===== src/rtl/uart_pkg.sv =====
// UART shared definitions: FSM state encodings and frame geometry.
// Used by both the transmitter and the receiver.
package uart_pkg;

  localparam int DATA_W     = 8;
  localparam int FRAME_BITS = 10;

  typedef enum logic [2:0] {
    IDLE  = 3'd1,
    START = 3'd2,
    DATA  = 3'd3,
    STOP  = 3'd4
  } uart_state_e;

endpackage


===== src/rtl/uart_tx_fifo.sv =====
// Single-clock holding FIFO between the producer and the UART shifter.
// Pointers wrap naturally because DEPTH is a power of two.
module uart_tx_fifo #(
  parameter  int DEPTH = 4,
  parameter  int W     = 8,
  localparam int AW    = $clog2(DEPTH),
  localparam int CW    = AW + 1
) (
  input  logic          clk_i,
  input  logic          rst_ni,
  input  logic          push_i,
  input  logic          pop_i,
  input  logic [W-1:0]  din_i,
  output logic [W-1:0]  dout_o,
  output logic          full_o,
  output logic          empty_o,
  output logic [CW-1:0] count_o
);

  logic [W-1:0]  mem_q [DEPTH];
  logic [AW-1:0] wr_ptr_q, rd_ptr_q;
  logic [CW-1:0] count_q, count_d;
  logic          do_push, do_pop;

  assign full_o  = count_q == CW'(DEPTH);
  assign empty_o = count_q == '0;
  assign count_o = count_q;
  assign dout_o  = mem_q[rd_ptr_q];

  assign do_push = push_i && !full_o;
  assign do_pop  = pop_i && !empty_o;

  always_comb begin
    count_d = count_q;
    unique case ({do_push, do_pop})
      2'b10:   count_d = count_q + CW'(1);
      2'b01:   count_d = count_q - CW'(1);
      default: count_d = count_q;
    endcase
  end

  always_ff @(posedge clk_i) begin
    if (do_push) mem_q[wr_ptr_q] <= din_i;
  end

  always_ff @(posedge clk_i or negedge rst_ni) begin
    if (!rst_ni) begin
      wr_ptr_q <= '0;
      rd_ptr_q <= '0;
      count_q  <= '0;
    end else begin
      if (do_push) wr_ptr_q <= wr_ptr_q + AW'(1);
      if (do_pop)  rd_ptr_q <= rd_ptr_q + AW'(1);
      count_q <= count_d;
    end
  end

endmodule


===== src/rtl/uart_tx.sv =====
// UART transmitter: 8N1 framing, oversampled bit timing, FIFO-buffered.
// Back-to-back frames start on the edge that ends the previous stop bit.
module uart_tx
  import uart_pkg::*;
#(
  parameter  int OVERSAMPLE = 16,
  parameter  int FIFO_DEPTH = 4,
  localparam int CW         = $clog2(FIFO_DEPTH) + 1
) (
  input  logic              tick,
  input  logic              reset,
  input  logic [DATA_W-1:0] data,
  input  logic              valid,
  output logic              ready,
  output logic              tx,
  output logic              busy,
  output logic              done,
  output logic [2:0]        state,
  output logic [CW-1:0]     count
);

  localparam logic [3:0] LAST = 4'(OVERSAMPLE - 1);

  uart_state_e       state_q;
  logic [3:0]        phase_q;
  logic [2:0]        bit_q;
  logic [DATA_W-1:0] shift_q;
  logic              tx_q;
  logic              done_q;

  logic              full, empty;
  logic              push, pop, wrap;
  logic [DATA_W-1:0] head;

  assign wrap = phase_q == LAST;
  assign push = valid && !full;
  assign pop  = !empty &&
                ((state_q == IDLE) ||
                 (state_q == STOP && wrap));

  uart_tx_fifo #(
    .DEPTH (FIFO_DEPTH),
    .W     (DATA_W)
  ) u_fifo (
    .clk_i   (tick),
    .rst_ni  (reset),
    .push_i  (push),
    .pop_i   (pop),
    .din_i   (data),
    .dout_o  (head),
    .full_o  (full),
    .empty_o (empty),
    .count_o (count)
  );

  always_ff @(posedge tick or negedge reset) begin
    if (!reset) begin
      state_q <= IDLE;
      phase_q <= '0;
      bit_q   <= '0;
      shift_q <= '0;
      tx_q    <= 1'b1;
      done_q  <= 1'b0;
    end else begin
      done_q <= 1'b0;
      unique case (state_q)
        IDLE: begin
          if (pop) begin
            shift_q <= head;
            phase_q <= '0;
            state_q <= START;
            tx_q    <= 1'b0;
          end
        end
        START: begin
          phase_q <= phase_q + 4'd1;
          if (wrap) begin
            phase_q <= '0;
            bit_q   <= '0;
            state_q <= DATA;
            tx_q    <= shift_q[0];
          end
        end
        DATA: begin
          phase_q <= phase_q + 4'd1;
          if (wrap) begin
            phase_q <= '0;
            if (bit_q == 3'd7) begin
              state_q <= STOP;
              tx_q    <= 1'b1;
              done_q  <= OVERSAMPLE == 1;
            end else begin
              bit_q   <= bit_q + 3'd1;
              shift_q <= shift_q >> 1;
              tx_q    <= shift_q[1];
            end
          end
        end
        STOP: begin
          phase_q <= phase_q + 4'd1;
          if (wrap) begin
            phase_q <= '0;
            if (pop) begin
              shift_q <= head;
              state_q <= START;
              tx_q    <= 1'b0;
            end else begin
              state_q <= IDLE;
              tx_q    <= 1'b1;
            end
          end else if (phase_q == LAST - 4'd1) begin
            // high during the final stop-bit tick
            done_q <= 1'b1;
          end
        end
        default: begin
          state_q <= IDLE;
          phase_q <= '0;
          tx_q    <= 1'b1;
        end
      endcase
    end
  end

  assign ready = !full;
  assign tx    = tx_q;
  assign done  = done_q;
  assign busy  = state_q != IDLE;
  assign state = state_q;

endmodule

===== config.mk =====
export PLATFORM = sky130hd
export DESIGN_NAME = uart_tx
export DESIGN_NICKNAME = d
export VERILOG_FILES = /design/src/rtl/uart_pkg.sv /design/src/rtl/uart_tx_fifo.sv /design/src/rtl/uart_tx.sv
export SDC_FILE = /design/constraint.sdc
export NUM_CORES = 1
export LEC_CHECK = 0
export ABC_AREA = 0
export CORE_MARGIN = 4
export CORE_UTILIZATION = 62
export CTS_BUF_LIST = sky130_fd_sc_hd__clkbuf_8 sky130_fd_sc_hd__clkbuf_16
export CTS_CLUSTER_DIAMETER = 40
export CTS_CLUSTER_SIZE = 16
export DETAILED_ROUTE_END_ITERATION = 7
export GPL_ROUTABILITY_DRIVEN = 0
export GPL_TIMING_DRIVEN = 0
export PLACE_DENSITY = 0.86
export SYNTH_ARGS = -nofsm -noshare
export SYNTH_HDL_FRONTEND = slang
export SYNTH_HIERARCHICAL = 1
export SYNTH_SLANG_ARGS = --single-unit
export TNS_END_PERCENT = 20

===== constraint.sdc =====
create_clock -name tick -period 4.2 [get_ports tick]
set_input_delay 1.05 -clock tick [delete_from_list [all_inputs] [get_ports tick]]
set_output_delay 1.05 -clock tick [all_outputs]
set_load 0.02 [all_outputs]

==> flow_summary.ini <==
[power_and_ir_drop]
p_seq_share_pct = 48.0
power_frac_clock_pct = 33.7
powerDensity_nw_per_um2 = 496
p_sw_uw = 403
switching_share_pct = 25.7
irDropWorstVdd_uv = 402
p_int_uw = 1160
finalPower_uw = 1570
p_leak_uw = 0.00128
power_frac_comb_pct = 18.2

[setup_path]
cp_cell_sequence = or3b_4 > inv_1 > inv_1 > clkdlybuf4s50_1
slowest_stage = clkdlybuf4s50_1
cp_top_family = buffers and inverters
max_stage_delay_ns = 0.52
crit_fanout = 6
cp-end-kind = primary output
critPathKind = reg -> out
start_kind = flip-flop
required_ns = 3.15
cp.buffers_inverters = 3
crit_path_frequent_cell = inv_1
crit_arrival_ns = 1.87

[synth]
synth_top_area_share_pct = 35.6
ys_top_cells_by_area = edfxtp_1, dfrtp_1, mux4_2
syn_area_um2 = 2700
synth_largest_area_cell = edfxtp_1
synth_cells = 179
ys_seq_elements = 59
ys_seq_area_share_pct = 60.8
yosysWarnings = 6
async_reset_ff_share_pct = 45.8
synth_flop_cell = edfxtp_1
synth_edf_count = 32
synth_fp_nets = 200
synthMostInstantiatedCell = edfxtp_1
ys_types = 43
postSynthAreaPerCell_um2 = 15.1
synth_common_cells = edfxtp_1, dfrtp_1, mux2_2, inv_1, ha_1

[clock_network]
clk_latency_ns = 0.33
cts.clk_slew.worst_paths_ns = 0.06
cts_tree = built
cts_buffer_depth = 2
cts_max_level = 3
cts_num_sinks = 59
ctsHoldBuffers = 0
cts_buffers = 9
cts_resized = 0
cts_setup_buffers = 0
cts_root_buf = clkbuf_8

[floorplan]
start_util_pct = 65.5
pin_count = 21
die_area_um2 = 5470
die_h_um = 73.9
core_um2 = 4120
die_w_um = 73.9
rows = 23

[run_status]
status = complete, no violations

[job]
maxCapViolCount = 0

[sta]
maxSlewHeadroom_pct = 56.1
worst_pin_slew_ns = 0.654
period_needed_ns = 2.92
clock.fmax_ghz = 0.342
fin_skew_ns = 0.0119
hold_violations = 0
drv_slew = 0
finalSetupTns_ns = 0
rsz0062_at_grt = no
setup_viol_count_final = 0
period_share_pct = 69.5
holdWs_ns = 0.493

[detailed_routing]
drtIter0Drc = 93
vias = 1617
wirelength_mm = 4.89
ant_nets = 0
avgViaCountPerCell = 6.10
first_pass_iters = 4
routedWlPerCell_um = 18.5
drc_errors = 0

[final_layout]
antenna_cells = 0
final_util_pct = 76.7
nets = 231
drive_gt1_share_pct = 24.2
stdcell_area_um2 = 3160
syn_to_final_growth_pct = 17.1

[min_path]
hold_class = reg -> reg

[place]
hpwlAfterDp_mm = 3.22
dpl_cell_area_um2 = 2960
portBuffers = 20

[grt]
grt.overflow.total = 0
grt_pass1_vias = 1729
antenna_found_initial = 0
grt_pass1_wl_mm = 8.17
grt_max_degree = 28
track_usage_pct = 20.8
-- flip-flops by register name (all words and copies together), names as in the netlist --
register	flops
u_fifo/rd_ptr_q	2
u_fifo/count_o	3
shift_q	8
u_fifo/wr_ptr_q	2
u_fifo/mem_q	32
done	1
tx	1
bit_q	3
phase_q	4
state	3
-- cell families (layout without fill, tap and decap cells) --
kind of cell | Yosys count | after routing | share of synthesized area [%]
flip-flops | 59 | 59 | 60.8
AND/OR/NAND/NOR | 37 | 37 | 8.63
multiplexers | 27 | 27 | 14.6
AO/OA/AOI/OAI | 22 | 22 | 6.08
buffers and inverters | 17 | 53 | 2.69
adder cells (fa/ha/maj) | 10 | 10 | 4.92
XOR/XNOR | 7 | 7 | 2.27
-- power groups by stage --
stage          Clock (uW)  Sequential (uW)  Combinational [uW]
2_1_floorplan           0              771                 166
3_3_place_gp            0              755                 263
3_5_place_dp            0              763                 284
4_1_cts               533              754                 289
5_1_grt               565              763                 314
6_report              529              753                 286
-- path summary, 6_finish.rpt --
| check | startpoint | endpoint | slack, ns | depth (start not counted) |
|---|---|---|---|---|
| setup reg to reg | u_fifo/count_o[0] | u_fifo/count_o[2] | 1.43 | 11 |
| max in group asynchronous | reset | u_fifo/count_o[1] | 3.02 | 1 |
| setup / recovery | u_fifo/count_o[0] | ready | 1.28 | 4 |
| hold reg to reg | tx | tx | 0.49 | 2 |
| hold / removal | tx | tx | 0.49 | 2 |
| min in group asynchronous | reset | shift_q[4] | 0.74 | 1 |
-- stage by stage --
stage,instances,setup slack [ns]
after floorplan,179,1.78
after global placement,249,1.33
after detailed placement,249,1.23
after CTS,265,1.27
after global routing,265,1.17
final,265,1.28
-- placed cells by master, fill, tap and decap left out, types with 4 or more instances in the layout --
cell type         n
o21ai_0           4
a22o_1            6
edfxtp_1         32
and3_2            4
inv_1            16
dfrtp_1          25
clkdlybuf4s50_1  19
mux4_2            8
nor2_1            4
nand2_1           7
ha_1              9
nor3_1            4
clkbuf_8          9
xor2_1            4
mux2_2           15
a21oi_1           4
-- layout make-up --
type                    count  area (um^2)
plain buffers               5         27.5
clock buffers               9          124
clock inverters             7         78.8
fillers                   244          958
inverters                  12         45.0
multi-input cells         103          985
flip-flops and latches     59         1640
well taps                  50         62.6
repair buffers             20          195
-- worst register-to-register path: cells and delay by family (launching register included) --
| kind | cells | cell delay [ns] |
|---|---|---|
| and+or+nand+nor | 3 | 0.80 |
| AOI/OAI and AO/OA | 2 | 0.55 |
| DFF | 1 | 0.44 |
| adders and majority gates | 2 | 0.39 |
| xor gates and xnor gates | 2 | 0.29 |
| buffers and inverters | 2 | 0.18 |
-- per-layer routing --
layer	up-vias	GRT usage [%]	wire length (um)
li1	733	-	-
met1	829	26.5	2150
met2	46	33.7	2450
met3	9	5.14	214
met4	0	10.1	73
met5	-	0	0
(Power assumes the default switching activity.)
